### config.mk
export PLATFORM = sky130hd
export DESIGN_NAME = fetch_ctrl
export DESIGN_NICKNAME = d
export VERILOG_FILES = /design/src/rtl/fetch_ctrl_pkg.sv /design/src/rtl/fetch_ctrl.sv
export SDC_FILE = /design/constraint.sdc
export NUM_CORES = 1
export LEC_CHECK = 0
export ABC_AREA = 1
export BUFFER_PORTS_ARGS = -buffer_cell sky130_fd_sc_hd__clkbuf_2
export CAP_MARGIN = 5
export CORE_ASPECT_RATIO = 2
export CORE_MARGIN = 2
export CORE_UTILIZATION = 35
export CTS_CLUSTER_SIZE = 16
export DETAILED_ROUTE_END_ITERATION = 16
export HOLD_SLACK_MARGIN = 0.08
export RECOVER_POWER = 50
export SLEW_MARGIN = 25
export SYNTH_ARGS = -nofsm -noshare
export SYNTH_HDL_FRONTEND = slang
export SYNTH_SLANG_ARGS = --single-unit
### constraint.sdc
create_clock -name clk -period 1.25 [get_ports clk]
set_input_delay 0.125 -clock clk [delete_from_list [all_inputs] [get_ports clk]]
set_output_delay 0.125 -clock clk [all_outputs]
set_load 0.005 [all_outputs]
### src/rtl/fetch_ctrl_pkg.sv
// Shared hart fetch definitions: state encodings that hazard and trace logic decode too.
package fetch_ctrl_pkg;

  localparam int XLEN  = 64;
  localparam int ILEN  = 32;

  localparam logic [2:0] FETCH_ST_IDLE    = 3'd0;
  localparam logic [2:0] FETCH_ST_REQ     = 3'd1;
  localparam logic [2:0] FETCH_ST_WAIT    = 3'd2;
  localparam logic [2:0] FETCH_ST_DISCARD = 3'd3;
  localparam logic [2:0] FETCH_ST_VALID   = 3'd4;

  typedef enum logic [2:0] {
    ST_IDLE    = FETCH_ST_IDLE,
    ST_REQ     = FETCH_ST_REQ,
    ST_WAIT    = FETCH_ST_WAIT,
    ST_DISCARD = FETCH_ST_DISCARD,
    ST_VALID   = FETCH_ST_VALID
  } fetch_state_e;

endpackage

### src/rtl/fetch_ctrl.sv
// PC/fetch sequencer: one outstanding I-cache request, stale-response discard on redirect,
// valid/ready handoff of the fetched word to decode.
module fetch_ctrl
  import fetch_ctrl_pkg::*;
(
  input  logic             clk,
  input  logic             rst_n,
  input  logic [XLEN-1:0]  pc,
  input  logic             trap,
  input  logic             pr_miss,
  input  logic             jalr_taken,
  output logic             pc_stall,
  output logic             ic_req,
  output logic [XLEN-1:0]  ic_addr,
  input  logic             ic_gnt,
  input  logic             ic_rvalid,
  input  logic [ILEN-1:0]  ic_rdata,
  output logic             if_valid,
  output logic [XLEN-1:0]  if_pc,
  output logic [ILEN-1:0]  if_ins,
  input  logic             id_ready
);

  fetch_state_e    state;
  logic [XLEN-1:0] req_pc;
  logic            redirect;

  assign redirect = trap | pr_miss | jalr_taken;

  // The request address follows pc until granted, so a redirect before grant
  // simply retargets the pending request.
  assign ic_req   = (state == ST_REQ);
  assign ic_addr  = {pc[XLEN-1:1], 1'b0};
  assign pc_stall = !((state == ST_VALID) && id_ready);
  assign if_valid = (state == ST_VALID);

  // NOTE: sequential state uses non-blocking assignments so every flop samples
  // pre-edge values; the output buffer shares this block with the state register.
  always_ff @(posedge clk or negedge rst_n) begin
    if (!rst_n) begin
      state  <= ST_IDLE;
      req_pc <= '0;
      if_pc  <= '0;
      if_ins <= '0;
    end else begin
      unique case (state)
        ST_IDLE: state <= ST_REQ;

        ST_REQ: begin
          if (ic_gnt) begin
            if (redirect) begin
              state <= ST_DISCARD;
            end else begin
              req_pc <= pc;
              state  <= ST_WAIT;
            end
          end
        end

        ST_WAIT: begin
          if (ic_rvalid) begin
            if (redirect) begin
              state <= ST_REQ;
            end else begin
              if_ins <= ic_rdata;
              if_pc  <= req_pc;
              state  <= ST_VALID;
            end
          end else if (redirect) begin
            state <= ST_DISCARD;
          end
        end

        // The response still owed by the I-cache must be absorbed before a new
        // request, otherwise it would be mistaken for the new PC's data.
        ST_DISCARD: begin
          if (ic_rvalid) state <= ST_REQ;
        end

        ST_VALID: begin
          if (redirect || id_ready) state <= ST_REQ;
        end

        default: state <= ST_IDLE;
      endcase
    end
  end

endmodule

# After elaboration in Yosys (flattened, before gate mapping)
# Index checks and enable logic that the tools add are counted.
dict set report totals {
  input_bits 104
  ram_bits 0
  reg_bits 163
  out_inout_bits 163
  elab_cells 30
  latch_bits 0
  mem_count 0
  mem_bits_ro 0
}
dict set report classes {
  bitwise 3
  magnitude_cmp 0
  shift 0
  n_mul 0
  n_div 0
  n_eq_ne 8
  reduce_logical 7
  n_mux 8
  n_addsub 0
}
# cell count
set ops {}
lappend ops {{$mux W3} 6}
lappend ops {{$pmux W3 S5} 1}
lappend ops {{$eq A3 B2 Y1 const B} 2}
lappend ops {{$reduce_and A3 Y1} 2}
lappend ops {{$ne A2 B1 Y1 const B} 2}
lappend ops {{$reduce_and A4 Y1} 1}
lappend ops {{$eq A3 B1 Y1 const B} 1}
lappend ops {{$eq A3 B3 Y1 const B} 1}
lappend ops {{$logic_not A3 Y1} 1}
lappend ops {{$ne A3 B3 Y1 const B} 1}
lappend ops {{$ne A2 B2 Y1 const B} 1}
lappend ops {{$or A1 B1 Y1} 2}
lappend ops {{$logic_and A1 B1 Y1} 1}
lappend ops {{$logic_not A1 Y1} 1}
lappend ops {{$logic_or A1 B1 Y1} 1}
lappend ops {{$mux W1} 1}
lappend ops {{$not A1 Y1} 1}

# Depth between registers and ports, before layout
dict set report logic_depth {
  depth_word 5
  depth_mapped 10
  ltp_nobuf 8
}

# Least setup slack after synthesis
# No wires, ideal clock.
dict set report synth_path {
  kind {register to register}
  from {register state[0]}
  to {register if_ins[10]}
  path_buffers 2
  period_less_slack_ns 1.335
  path_slack_ns -0.085
  required_ns 1.134
  path_stages_with_launch 11
  arrival_ns 1.219
  path_cell_list {dfrtp_1 -> inv_2 -> nand2_1 -> nor2_2 -> inv_2 -> nor2_4 -> inv_2 -> buf_4 -> buf_2 -> nand2_1 -> nand2_1}
}
dict set report synth_via {
  elab_chain_len 2
}
# item line_no
set synth_lines {}
lappend synth_lines {{from (decl)} fetch_ctrl.sv:24} ;# fetch_state_e state;
lappend synth_lines {{from (signal assigned)} fetch_ctrl.sv:41} ;# state <= ST_IDLE;
lappend synth_lines {{from (signal assigned)} fetch_ctrl.sv:47} ;# ST_IDLE: state <= ST_REQ;
lappend synth_lines {{from (signal assigned)} fetch_ctrl.sv:52} ;# state <= ST_DISCARD;
lappend synth_lines {{$eq A3 B2 Y1} fetch_ctrl.sv:46} ;# unique case (state)
lappend synth_lines {{$reduce_and A3 Y1 (no source line)} -}
lappend synth_lines {{to (signal assigned)} fetch_ctrl.sv:65} ;# if_ins <= ic_rdata;
lappend synth_lines {{to (decl)} fetch_ctrl.sv:20} ;# output logic [ILEN-1:0] if_ins,
# No other way between the ends.
# A chain may end at the register's enable or synchronous reset.

# Worst setup path in the final report
dict set report layout_path {
  from {register state[0]}
  to {output pc_stall}
}
dict set report layout_via {
  elab_chain_len 3
}
# item line_no
set layout_lines {}
lappend layout_lines {{$eq A3 B3 Y1} fetch_ctrl.sv:34} ;# assign pc_stall = !((state == ST_VALID) && id_ready);
lappend layout_lines {{$logic_and A1 B1 Y1} fetch_ctrl.sv:34}
lappend layout_lines {{$logic_not A1 Y1} fetch_ctrl.sv:34}
lappend layout_lines {{to (decl)} fetch_ctrl.sv:12} ;# output logic pc_stall,
# No other way between the ends.

==> results.md <==
* Outcome: complete, but fails checks
* Failing checks: setup timing
* Buffers added on ports at 265
* Setup ws final at -0.313 ns
* Root buf cell: clkbuf_16
* Synth warnings at 0
* Period utilization at 125%
* RSZ-0062 raised after global routing: true
* Die W at 102 um
* Global-route wire length before repair at 32400 um
* # DRC at 0
* Initial drt markers at 173
* Post-synthesis sequential area ratio at 60.1%
* Final HPWL DP at 12000 um
* Pin count of the biggest net entering global routing at 57
* H-tree levels at 4
* Worst slew margin at 38.5%
* Crit-path slowest cell: dfrtp_1
* Max clock buf depth at 2
* Vias in the first global route at 6418
* Setup crit end kind: output port
* Crit-path max FO at 4
* Min Tclk post-route at 1.56 ns
* RD Place Congestion at 0.824
* Syn avg cell area at 9.05 sq um
* Gr busiest metal: met2
* TritonCTS clock tree: yes
* Inserted Clock Buffers at 17
* Setup violators final at 166
* Commonest non-fill, non-tap cell in the layout: clkbuf_2
* Die Area at 20600 sq um
* Least-Margin Pin Slew at 0.922 ns
* Total gr overflow at 0
* Sum Neg Setup Slack at -39.10 ns
* Total power at 21.0 mW
* Met3 Use GR at 3.76%
* VDD IR max at 0.00101 V
* Element type at the critical path start: flip-flop
* Area Overhead vs Synth at 63.0%
* Fin cells at 1392
* Worst EP required at 1.12 ns
* Clock slew at reported path FFs at 0.07 ns
* Max-cap viol count at 0
* Cell count after synthesis at 750
* Num ports at 267
* Post-Syn Area at 6790 sq um
* Vias post-DR at 6324
* Total Routing Usage GR at 20.5%
* Initial antenna violation count at 1
* Slew Limit Fails at 0
* Lkg Pwr at 5.90 nW
* Synth unique cells at 19
* Most frequent cells in the layout: clkbuf_2, nand2_1, dfrtp_1
* Met1 Track Usage GR at 22.6%
* Worst hold path class: in2reg
* Fillcell total at 1613
* DP Cell Count at 1209
* Peak per-stage delay on the critical path at 0.40 ns
* Pwr dens at 1900 nW/um^2
* Worst Path Arrival at 1.44 ns
* First-pass DRT Iterations at 6
* Fin Hold WS at 0.137 ns
* # rows at 72
* Cell Chain, Critical Path: buf_6, nor3_4, buf_6, nand2_2, clkbuf_2
* Met2 Usage GRT at 35.9%
* Routed vias/inst at 4.54
* Clock skew at 0.0138 ns
* Flops & latches, synth at 163
* ANT nets after route at 0
* Worst Setup Path Type: reg2out
* Drt total wl at 21700 um
* Most used cell, CP: buf_6
* Layout cell share with drive strength beyond 1 at 45.4%
* Post-Syn Nets at 854
* Wire per inst at 15.6 um
* Initial Utilization at 35.4%
* Endpoints failing hold at 0
* Highest clock rate at 640 MHz
* Core Region at 19200 sq um
* Die Y at 201 um
* Clock sink total at 163
* Clk_lat worst skew at 0.42 ns
* Nets at 1223
==> Yosys cell counts <==
cell type / instances / area share, %
buf_4: 70 / 7.7
dfrtp_1: 163 / 60
inv_1: 45 / 2.5
conb_1: 1 / 0.055
nor2_2: 1 / 0.092
clkbuf_1: 8 / 0.44
o21ai_1: 46 / 3.4
nand3_2: 1 / 0.15
nor3_1: 2 / 0.15
o21ai_0: 58 / 4.3
nand3_1: 7 / 0.52
nor2_4: 2 / 0.33
buf_6: 8 / 1.3
buf_2: 14 / 1.0
inv_2: 4 / 0.22
nand2_1: 310 / 17
nand2_2: 1 / 0.092
nor2_1: 8 / 0.44
clkinv_1: 1 / 0.055
==> worst paths after layout <==
| path | slack (ns) | depth (start not counted) | start | endpoint |
|---|---|---|---|---|
| worst min-delay path | 0.14 | 5 | ic_gnt | state[1] |
| worst max register to register | -0.30 | 11 | state[0] | if_pc[58] |
| worst max-delay path | -0.31 | 5 | state[0] | pc_stall |
| max in group asynchronous | 0.11 | 3 | rst_n | if_pc[11] |
| min in group asynchronous | 0.39 | 2 | rst_n | req_pc[61] |
| worst min register to register | 0.46 | 2 | req_pc[37] | if_pc[37] |
==> sequential cells by signal, indices dropped and copies added (netlist names) <==
signal and flops:
req_pc 64, if_pc 64, if_ins 32, state 3
==> cell type report <==
cell class,count,area [sq um],area share [%]
flip-flops and latches,163,4080,36.9
repair buffers,449,3670,33.2
multi-input cells,437,2210,20.0
clock buffers,22,464,4.19
well taps,259,324,2.93
inverters,50,198,1.79
clock inverters,10,108,0.972
repair inverters,1,8.76,0.0791
diodes,1,2.50,0.0226
==> logic make-up (layout without fill, tap and decap cells) <==
logic type | after synthesis | count (layout) | share of synthesized area, %
AOI/OAI and AO/OA | 104 | 104 | 7.67
buffers and inverters | 150 | 532 | 13.3
DFF | 163 | 163 | 60.1
other | 1 | 2 | 0.0552
and+or+nand+nor | 332 | 332 | 18.9
==> critical path, delay by kind of cell, from the launching register on <==
family        cells  cell delay, ns
buf+inv           3            0.39
flops             1            0.40
simple gates      2            0.22
==> routing by layer <==
layer  routed length (um)  vias to the layer above
met1                 7840                     3033
li1                     -                     3009
met4                  942                        0
met5                    0                        -
met2                12000                      222
met3                  845                       60
==> what timing repair did <==
action,4_1_cts,5_1_grt
endpoints found under the hold margin,260,0
setup endpoints to repair,154,166
gates resized for setup,126,113
gates cloned,19,5
pin swaps,4,39
buffers inserted,31,9
hold buffers,98,0
==> per-stage QoR <==
stage | setup slack, ns | util, % | area (sq um)
floorplan | -0.0713 | - | 6860
global placement | -0.0843 | 42.3 | 8120
detailed placement | -0.116 | 42.3 | 8120
CTS | -0.317 | 56.3 | 10800
global route | -0.410 | 57.7 | 11100
finish | -0.313 | 57.7 | 11100
==> report_power, final <==
| group | switching [mW] | total, mW | leakage (nW) | internal, mW |
|---|---|---|---|---|
| Clock | 2.09 | 5.12 | 0.276 | 3.03 |
| Combinational | 3.48 | 6.85 | 3.53 | 3.38 |
| Sequential | 1.30 | 9.04 | 2.09 | 7.74 |
Note: power is estimated with default switching activity, not from simulation.
